**src/rtl/gcd_controller.sv**
```systemverilog
// gcd_controller: Moore FSM sequencing a subtract-and-compare datapath to compute GCD(A,B)
// Ports: clk, reset (async, active-high), start (sampled in IDLE), N/Z (datapath flags, A<B / A==B);
//        ab_sel, ABorALU, LDA, LDB, FN drive the datapath; busy/done/err form the handshake.
// Optional: define GCD_TIMEOUT_EN to add an ITER_W-bit subtraction counter and the ERR state.
module gcd_controller #(
  parameter logic [1:0] FN_AMB   = 2'b00,
  parameter logic [1:0] FN_BMA   = 2'b01,
  parameter logic [1:0] FN_PASSA = 2'b10,
  parameter int         ITER_W   = 16
) (
  input  logic       clk,
  input  logic       reset,
  input  logic       start,
  input  logic       N,
  input  logic       Z,
  output logic       ab_sel,
  output logic       ABorALU,
  output logic       LDA,
  output logic       LDB,
  output logic [1:0] FN,
  output logic       busy,
  output logic       done,
  output logic       err
);
  typedef enum logic [2:0] {IDLE, LOAD_A, LOAD_B, CMP, SUB_A, SUB_B, DONE, ERR} state_t;
  state_t state, next;
  logic timeout;
`ifdef GCD_TIMEOUT_EN
  logic [ITER_W-1:0] iter;
  always_ff @(posedge clk or posedge reset)
    if (reset) iter <= '0;
    else if (state == LOAD_A) iter <= '0;
    else if (state == SUB_A || state == SUB_B) iter <= iter + 1'b1;
  // a saturated counter means 2^ITER_W-1 subtractions already happened without convergence
  assign timeout = &iter;
  assign err = state == ERR;
`else
  logic [ITER_W-1:0] iter_unused;
  assign iter_unused = '0;
  assign timeout = 1'b0;
  assign err = 1'b0;
`endif
  always_ff @(posedge clk or posedge reset)
    if (reset) state <= IDLE;
    else state <= next;
  always_comb begin
    next = state;
    case (state)
      IDLE:         next = start ? LOAD_A : IDLE;
      LOAD_A:       next = LOAD_B;
      LOAD_B:       next = CMP;
      CMP:          next = Z ? DONE : timeout ? ERR : N ? SUB_B : SUB_A;
      SUB_A, SUB_B: next = CMP;
      DONE, ERR:    next = start ? state : IDLE;
      default:      next = IDLE;
    endcase
  end
  assign ab_sel  = state == LOAD_B;
  assign ABorALU = state == IDLE || state == LOAD_A || state == LOAD_B;
  assign LDA     = state == LOAD_A || state == SUB_A;
  assign LDB     = state == LOAD_B || state == SUB_B;
  // flags are only meaningful under A-B, so CMP (and the loads) keep FN_AMB
  assign FN      = state == SUB_B ? FN_BMA : (state == DONE || state == ERR) ? FN_PASSA : FN_AMB;
  assign busy    = state == LOAD_A || state == LOAD_B || state == CMP || state == SUB_A || state == SUB_B;
  assign done    = state == DONE || state == ERR;
endmodule
```
**config.mk**
```make
export PLATFORM = sky130hd
export DESIGN_NAME = gcd_controller
export DESIGN_NICKNAME = d
export VERILOG_FILES = /design/src/rtl/gcd_controller.sv
export SDC_FILE = /design/constraint.sdc
export NUM_CORES = 1
export LEC_CHECK = 0
export ABC_CLOCK_PERIOD_IN_PS = 1200
export BUFFER_PORTS_ARGS = -buffer_cell sky130_fd_sc_hd__buf_2
export CAP_MARGIN = 20
export CELL_PAD_IN_SITES_DETAIL_PLACEMENT = 1
export CELL_PAD_IN_SITES_GLOBAL_PLACEMENT = 1
export CORE_AREA = 5 5 42 44
export CTS_BUF_LIST = sky130_fd_sc_hd__clkbuf_4 sky130_fd_sc_hd__clkbuf_8
export DETAILED_ROUTE_END_ITERATION = 16
export DIE_AREA = 0 0 47 49
export PLACE_DENSITY = 0.61
export SLEW_MARGIN = 20
export SYNTH_ARGS = -nofsm -noshare
export SYNTH_HDL_FRONTEND = slang
export SYNTH_SLANG_ARGS = --single-unit
```
**constraint.sdc**
```tcl
create_clock -name clk -period 1.2 [get_ports clk]
set_input_delay 0.12 -clock clk [delete_from_list [all_inputs] [get_ports clk]]
set_output_delay 0.12 -clock clk [all_outputs]
set_load 0.1 [all_outputs]
```
==> impl_results.md, run 1 <==
- Outcome: finished, violations left
- Failing checks: setup timing
- Critical-path cell list: buf_6 -> nor3_4 -> or2_4 -> buf_12
- Clock period minus worst slack: 1.40 ns
- Max-slew violations: 0
- Met2 usage: 0.111
- Synth warn: 0
- Clock sinks: 3
- Final hold violation count: 0
- Critical Path Source Type: flop
- CTS buffer count: 3
- Max reg flops: 3
- Number of synthesized flops with an enable pin: 0
- H-tree Lvls: 1
- Netlist cell types: 19
- Crit share post-route: 1.16
- Cells after Synth: 31
- Synth Area per Inst: 7.75 um2
- Commonest non-fill, non-tap cells in the layout: buf_12 (8), buf_4 (8), clkbuf_4 (4), buf_2 (4)
- Post-synth top flop: dfrtp_1
- Pre-antenna DRT Iters: 2
- TritonCTS clock tree: built
- DR iter-0 viols: 1
- WL final: 634 um
- Register bit total from synthesis: 3
- Nets: 62
- Largest net degree at the start of global routing: 6
- RSZ-0062 raised after global routing: yes
- FP Rows: 14
- Avg WL per Cell: 8.81 um
- Req. time, crit path: 1.08 ns
- DRC viols: 0
- Longest Clk Path Bufs: 2
- Finish-stage setup viols: 8
- Vias/cell: roughly 4
- WHS Path Cells: 2
- Die ar.: 0.00230 mm2
- Place WS: 0.0299 ns
- Max Cap Viol: 0
- Remaining Overflow, GRT: 0
- Clk slew on worst S/H paths: 0.04 ns
- WP buf/inv: 2
- Biggest regs: state: 3 flops
- Kind of cell adding the most delay to the critical path: flip-flops
- Worst Skew: 0.00559 ns
- Core Footprint: 0.00140 mm2
- Final worst setup slack: -0.198 ns
- I/O pin count: 14
- CP max stage cell: dfrtp_1
- Die Width: roughly 47 um
- Clk_lat worst skew: 0.24 ns
- Area growth, synth to finish: 150%
- Final Instance Area: 601 um2
- Post-DP HPWL: 518 um
- First-pass GRT wire length: 1100 um
- Sequential element share of the synthesized area: 0.313
- Arr. time, crit path: 1.28 ns
- Starting Density: 0.171
- Post-Syn Nets: 36
- Port buffer count: 12
- Synthesized area: 240 um2
- Slowest stage delay, CP: 0.41 ns
- Ant. Diodes: 0
- GR peak layer: met2
- Vias in the first global route: roughly 320
- Initial antenna violation count: 0
- R2r worst-path depth: 4
- DP Area: slightly above 500 um2
- Via count: 285
- Die height: 49 um
- WP depth: 4
- Routed Antenna Nets: 0
- Global Route met3 Usage: 0.0111
- Share of cells above drive strength 1: 0.679
- Hold Crit Class: primary input to flop
- Ys async rst share: 1.00
- Root Buffer: clkbuf_4
- GPL Wtd Cong: ~0.74
- FMAX: around 720 MHz
- Crit end category: primary output
- Tot GR Track Use: 0.0692
- Met1 Use GR: 0.0621
- Register bank with the most flops: state
- WS Path Type: flop to primary output
- CP max FO: 4
[stage by stage]
step | hold WS, ns | setup TNS [ns] | std cells | utilization
after floorplan | -0.126 | -2.05 | 31 | -
after global placement | -0.0147 | 0 | 64 | 0.363
after detailed placement | -0.0106 | 0 | 64 | 0.363
after CTS | 0.126 | -1.27 | 71 | 0.413
after global routing | 0.129 | -1.70 | 72 | 0.429
final | 0.128 | -1.26 | 72 | 0.429
[kinds of logic after synthesis]
kind of cell,Yosys count,synth area share
and+or+nand+nor,14,0.323
muxes,1,0.0417
DFF,3,0.312
buffers and inverters,6,0.130
AOI/OAI and AO/OA,5,0.141
xor gates and xnor gates,1,0.0365
other,1,0.0156
[routing by layer]
layer,vias up,part of all wire
met5,-,0
met4,0,0.035
met3,2,0.062
met2,11,0.56
met1,124,0.34
li1,148,-
[area by class of cell]
cell class              instances  area (um2)
fillers                       163         801
repair buffers                 24         284
multi-input cells              22         176
flip-flops and latches          3        76.3
clock buffers                   4        30.0
well taps                      16        20.0
inverters                       3        13.8
[cell usage after synthesis (2+ instances only)]
cell	number	share of area
dfrtp_1	3	0.31
nand2_1	3	0.047
nor2_1	3	0.047
a21oi_1	2	0.042
and2_2	2	0.062
buf_4	2	0.062
inv_1	2	0.031
nor3_1	2	0.042
o31a_1	2	0.073
[final timing paths]
path / from / end / slack, ns
worst max-delay path: state[2] / LDB / -0.20
worst min-delay path: Z / state[1] / 0.13
worst max register to register: state[1] / state[1] / 0.18
worst min register to register: state[1] / state[1] / 0.66
max in group asynchronous: reset / state[1] / 0.77
min in group asynchronous: reset / state[0] / 0.28
[what timing repair did]
| item | CTS | global route |
|---|---|---|
| pin swaps | 1 | 1 |
| hold buffers | 1 | 0 |
| cloned | 0 | 0 |
| hold endpoints to repair | 3 | 0 |
| buffers inserted | 2 | 1 |
| resized for setup | 4 | 4 |
| endpoints found under the setup margin | 8 | 8 |
Power of run 1 is not shown: default switching activity piles up to over one toggle a cycle in this logic, so the estimate is an artifact.
==> run 2, diff against run 1 <==
--- a/config.mk
+++ b/config.mk
@@ -14,7 +14,7 @@
 export CTS_BUF_LIST = sky130_fd_sc_hd__clkbuf_4 sky130_fd_sc_hd__clkbuf_8
 export DETAILED_ROUTE_END_ITERATION = 16
 export DIE_AREA = 0 0 47 49
-export PLACE_DENSITY = 0.61
+export PLACE_DENSITY = 0.53
 export SLEW_MARGIN = 20
 export SYNTH_ARGS = -nofsm -noshare
 export SYNTH_HDL_FRONTEND = slang
==> impl_results.md, run 2 (same netlist as run 1, synthesis figures left out) <==
- Starting Density: 0.171 (unchanged)
- WP depth: 4 (unchanged)
- Die ar.: 0.00230 mm2 (unchanged)
- Slowest stage delay, CP: 0.42 ns (was 0.41 ns)
- Register bank with the most flops: state (unchanged)
- CP max stage cell: dfrtp_2 (was dfrtp_1)
- Crit share post-route: 1.17 (was 1.16)
- Clk_lat worst skew: 0.23 ns (was 0.24 ns)
- Req. time, crit path: 1.08 ns (about the same)
- Nets: 66 (was 62)
- Outcome: finished, violations left (unchanged)
- Most common cell after layout, fill and taps aside: buf_4
- Vias in the first global route: 325 (was 315)
- WL final: 773 um (was 634 um)
- Port buffer count: 12 (unchanged)
- Met3 wire len: 51 um (was 39 um)
- Commonest non-fill, non-tap cells in the layout: buf_4 (11), buf_12 (8), clkbuf_4 (4), buf_2 (4), buf_6 (4) (was buf_12 (8), buf_4 (8), clkbuf_4 (4), buf_2 (4))
- CTS buffer count: 3 (unchanged)
- WS Path Type: flop to primary output (unchanged)
- Remaining Overflow, GRT: 0 (unchanged)
- Max reg flops: 3 (unchanged)
- Crit end category: primary output (unchanged)
- Finish-stage setup viols: 8 (unchanged)
- First-pass GRT wire length: 1330 um (was 1100 um)
- DR WL met2: 435 um (was 358 um)
- FP Rows: 14 (unchanged)
- Place WS: -0.0442 ns (was 0.0299 ns)
- H-tree Lvls: 1 (unchanged)
- Tot GR Track Use: 0.0797 (was 0.0692)
- Clk slew on worst S/H paths: 0.04 ns (about the same)
- Clock sinks: 3 (unchanged)
- Final worst setup slack: -0.207 ns (was -0.198 ns)
- CP max FO: 5 (was 4)
- DR iter-0 viols: 1 (unchanged)
- Reg-to-reg slack, setup: 0.11 ns (was 0.18 ns)
- Clock period minus worst slack: 1.41 ns (was 1.40 ns)
- Biggest regs: state: 3 flops (unchanged)
- Root Buffer: clkbuf_4 (unchanged)
- Ant. Diodes: 0 (unchanged)
- RSZ-0062 raised after global routing: yes (unchanged)
- Max Cap Viol: 0 (unchanged)
- Core Footprint: 0.00140 mm2 (unchanged)
- FMAX: 710 MHz (was 716 MHz)
- Worst Skew: 0.000740 ns (was 0.00559 ns)
- Pre-antenna DRT Iters: 2 (unchanged)
- Largest net degree at the start of global routing: 8 (was 6)
- Worst r2r src: state[0] (was state[1])
- Longest Clk Path Bufs: 2 (unchanged)
- Area growth, synth to finish: 174% (was 150%)
- TritonCTS clock tree: built (unchanged)
- Max layer used: met3 (was met4)
- Hold Crit Class: primary input to flop (unchanged)
- Min-delay src: Z (unchanged)
- WP buf/inv: 2 (unchanged)
- Kind of cell adding the most delay to the critical path: flip-flops (unchanged)
- Die height: 49 um (unchanged)
- Vias/cell: 4.09 (was 3.96)
- Arr. time, crit path: 1.29 ns (was 1.28 ns)
- Final hold violation count: 0 (unchanged)
- Avg WL per Cell: 10.2 um (was 8.81 um)
- Hold Crit Endpoint: state[1] (unchanged)
- Share of cells above drive strength 1: 0.750 (was 0.679)
- Critical Path Source Type: flop (unchanged)
- R2r worst-path depth: 5 (was 4)
- Failing checks: setup timing (unchanged)
- DRC viols: 0 (unchanged)
- RR Endpoint: state[1] (unchanged)
- FILL cells: 161 (was 163)
- Routed Antenna Nets: 0 (unchanged)
- WHS Path Cells: 2 (unchanged)
- Max-slew violations: 0 (unchanged)
- WL met1: 287 um (was 214 um)
- GPL Wtd Cong: 0.721 (was 0.742)
- I/O pin count: 14 (unchanged)
- Die Width: 47 um (unchanged)
- Critical-path cell list: inv_4 -> and3_4 -> or2_4 -> buf_12 (was buf_6 -> nor3_4 -> or2_4 -> buf_12)
- Initial antenna violation count: 0 (unchanged)
- Via count: 311 (was 285)
[run 2: worst reg2reg max path, delay by kind of cell (launching register included)]
kind / cells / cell delay, ns
AO/OA/AOI/OAI: 2 / 0.15
buffers and inverters: 2 / 0.29
flip-flops: 1 / 0.43
AND/OR/NAND/NOR: 1 / 0.10
[run 2: cell type report]
cell class	instances	area, um2	area share
repair buffers	28	318	0.483
well taps	16	20.0	0.0304
multi-input cells	22	198	0.300
flip-flops and latches	3	78.8	0.120
inverters	3	13.8	0.0209
clock buffers	4	30.0	0.0456
[run 2: through the flow]
stage / instance area (um2) / setup TNS [ns] / std cells / hold slack, ns / utilization
final: 658 / -1.24 / 76 / 0.136 / 0.470
after global routing: 658 / -1.68 / 76 / 0.125 / 0.470
after CTS: 648 / -1.18 / 76 / 0.146 / 0.463
after detailed placement: 517 / -0.0442 / 65 / -0.0114 / 0.369
after global placement: 517 / 0 / 65 / -0.0122 / 0.369
after floorplan: 273 / -2.05 / 31 / -0.126 / -
[run 2: metal layers]
metal,track usage,vias to the layer above
li1,-,154
met1,0.0905,146
met2,0.122,11
met3,0.0443,0
met4,0.0276,0
met5,0,-
[run 2: worst max path at each step]
stage | start | end | slack [ns]
6_report | state[1] | LDB | -0.21
5_1_grt | state[1] | LDB | -0.26
4_1_cts | state[1] | LDB | -0.19
3_5_place_dp | state[2] | LDA | -0.04
3_3_place_gp | state[2] | LDA | 0.02
2_1_floorplan | state[2] | LDB | -0.69
[run 2: repair_timing]
item,in CTS,in global routing
resized for setup,9,3
pin swaps,4,0
endpoints found under the setup margin,8,8
hold endpoints to repair,3,0
hold buffers,1,0
buffers inserted,6,0
Power of run 2 is left out for the same reason.
==> run 3, diff against run 2 <==
--- a/config.mk
+++ b/config.mk
@@ -5,13 +5,12 @@
 export SDC_FILE = /design/constraint.sdc
 export NUM_CORES = 1
 export LEC_CHECK = 0
-export ABC_CLOCK_PERIOD_IN_PS = 1200
+export ABC_CLOCK_PERIOD_IN_PS = 1500
 export BUFFER_PORTS_ARGS = -buffer_cell sky130_fd_sc_hd__buf_2
 export CAP_MARGIN = 20
 export CELL_PAD_IN_SITES_DETAIL_PLACEMENT = 1
 export CELL_PAD_IN_SITES_GLOBAL_PLACEMENT = 1
 export CORE_AREA = 5 5 42 44
-export CTS_BUF_LIST = sky130_fd_sc_hd__clkbuf_4 sky130_fd_sc_hd__clkbuf_8
 export DETAILED_ROUTE_END_ITERATION = 16
 export DIE_AREA = 0 0 47 49
 export PLACE_DENSITY = 0.53
==> constraint.sdc (replaced) <==
create_clock -name clk -period 1.5 [get_ports clk]
set_input_delay 0.15 -clock clk [delete_from_list [all_inputs] [get_ports clk]]
set_output_delay 0.15 -clock clk [all_outputs]
set_load 0.1 [all_outputs]
==> impl_results.md, run 3 (same netlist as run 1, synthesis figures left out) <==
- WS Path Type: flop to primary output (unchanged)
- DP Area: 457 um2 (was 517 um2)
- Max Cap Viol: 0 (unchanged)
- R2r worst-path depth: 3 (was 5)
- Crit share post-route: 0.970
- Register bank with the most flops: state (unchanged)
- DRC viols: 0 (unchanged)
- Die Width: 47 um (unchanged)
- Max-slew violations: 0 (unchanged)
- First-pass GRT wire length: 1040 um (was 1330 um)
- FMAX: slightly below 700 MHz
- Reg-to-reg slack, setup: 0.42 ns (was 0.11 ns)
- Met2 usage: 0.0995 (was 0.122)
- Nets: 56 (was 66)
- Final Instance Area: 533 um2 (was 658 um2)
- Clock sinks: 3 (unchanged)
- Met1 Use GR: 0.0667 (was 0.0905)
- Largest net degree at the start of global routing: 11 (was 8)
- Place WS: 0.181 ns (was -0.0442 ns)
- Arr. time, crit path: 1.31 ns (was 1.29 ns)
- Critical Path Source Type: flop (unchanged)
- Vias/cell: 4.18 (was 4.09)
- Initial antenna violation count: 0 (unchanged)
- Outcome: completed (was finished, violations left)
- Placed cell count: 57 (was 65)
- Routed Antenna Nets: 0 (unchanged)
- Root Buffer: clkbuf_4 (unchanged)
- Global Route met3 Usage: 0.0148 (was 0.0443)
- Clk_lat worst skew: 0.23 ns (about the same)
- FP Rows: 14 (unchanged)
- Final worst setup slack: 0.0448 ns (was -0.207 ns)
- Crit end category: primary output (unchanged)
- TritonCTS clock tree: built (unchanged)
- Non-Filler Instances: 66 (was 76)
- Vias in the first global route: 249 (was 325)
- GPL Wtd Cong: 0.733 (was 0.721)
- CP max FO: 7 (was 5)
- Worst setup endpoint: LDB (unchanged)
- Die ar.: 0.00230 mm2 (unchanged)
- Finish-stage setup viols: 0 (was 8)
- Worst Setup SP: state[0] (was state[1])
- Req. time, crit path: 1.35 ns (was 1.08 ns)
- DR iter-0 viols: 0 (was 1)
- Core Footprint: 0.00140 mm2 (unchanged)
- Hold Crit Class: primary input to flop (unchanged)
- Worst Skew: 0.000524 ns (was 0.000740 ns)
- WL final: 669 um (was 773 um)
- Longest Clk Path Bufs: 2 (unchanged)
- CTS buffer count: 3 (unchanged)
- Ant. Diodes: 0 (unchanged)
- Commonest non-fill, non-tap cells in the layout: buf_12 (8), buf_4 (5), buf_2 (4) (was buf_4 (11), buf_12 (8), clkbuf_4 (4), buf_2 (4), buf_6 (4))
- Clk slew on worst S/H paths: 0.04 ns (about the same)
- Final hold violation count: 0 (unchanged)
- Clock period minus worst slack: 1.46 ns
- I/O pin count: 14 (unchanged)
- Avg WL per Cell: 10.1 um (was 10.2 um)
- Share of cells above drive strength 1: 0.660 (was 0.750)
- Via count: 276 (was 311)
- GR peak layer: met2 (unchanged)
- Tot GR Track Use: 0.0636 (was 0.0797)
- Worst r2r src: state[2] (was state[0])
- Biggest regs: state: 3 flops (unchanged)
- Most common cell after layout, fill and taps aside: buf_12 (was buf_4)
- Setup Total Neg Slack: 0 ns (was -1.24 ns)
- Max reg flops: 3 (unchanged)
- Port buffer count: 12 (unchanged)
- RSZ-0062 raised after global routing: no (was yes)
- Pre-antenna DRT Iters: 1 (was 2)
- Starting Density: 0.171 (unchanged)
- Area growth, synth to finish: 122% (was 174%)
- RR Endpoint: state[1] (unchanged)
- Die height: 49 um (unchanged)
- Remaining Overflow, GRT: 0 (unchanged)
- H-tree Lvls: 1 (unchanged)
run 3: worst min-delay path by stage:
stage               depth (start not counted)  start  slack [ns]        to
finish                                      2      Z        0.17  state[1]
global route                                2      Z        0.16  state[1]
CTS                                         2      Z        0.16  state[1]
detailed placement                          2  reset        0.02  state[0]
global placement                            2  reset        0.02  state[2]
floorplan                                   1  reset        -0.1  state[0]
run 3: layout make-up:
type	instances	area [um2]
Clock buffer	4	26.3
Fill cell	169	868
Inverter	3	13.8
Multi-Input combinational cell	22	166
Sequential cell	3	78.8
Tap cell	16	20.0
Timing Repair Buffer	18	228
run 3: routing by layer:
layer,share of wire,wire length (um),vias to the layer above
met5,0,0,-
met3,0.076,51,0
met2,0.55,365,9
met4,0,0,0
li1,-,-,138
met1,0.38,251,129
run 3: worst max-delay path, stage by stage, from the launching register on:
cell     delay, ns
dfrtp_2       0.46
and3_4        0.22
or2_4         0.24
buf_12        0.16
run 3: timing repair:
item | in CTS | in global routing
resized for setup | 3 | 1
setup endpoints to repair | 2 | 2
setup buffers | 0 | 4
endpoints found under the hold margin | 3 | 0
pin swaps | 0 | 1
hold buffers | 1 | 0
run 3: through the flow:
step | hold WS [ns] | util
6_report | 0.166 | 0.380
5_1_grt | 0.163 | 0.380
3_5_place_dp | 0.0199 | 0.326
3_3_place_gp | 0.0195 | 0.326
2_1_floorplan | -0.0964 | -
4_1_cts | 0.162 | 0.358
Power of run 3 is left out for the same reason.
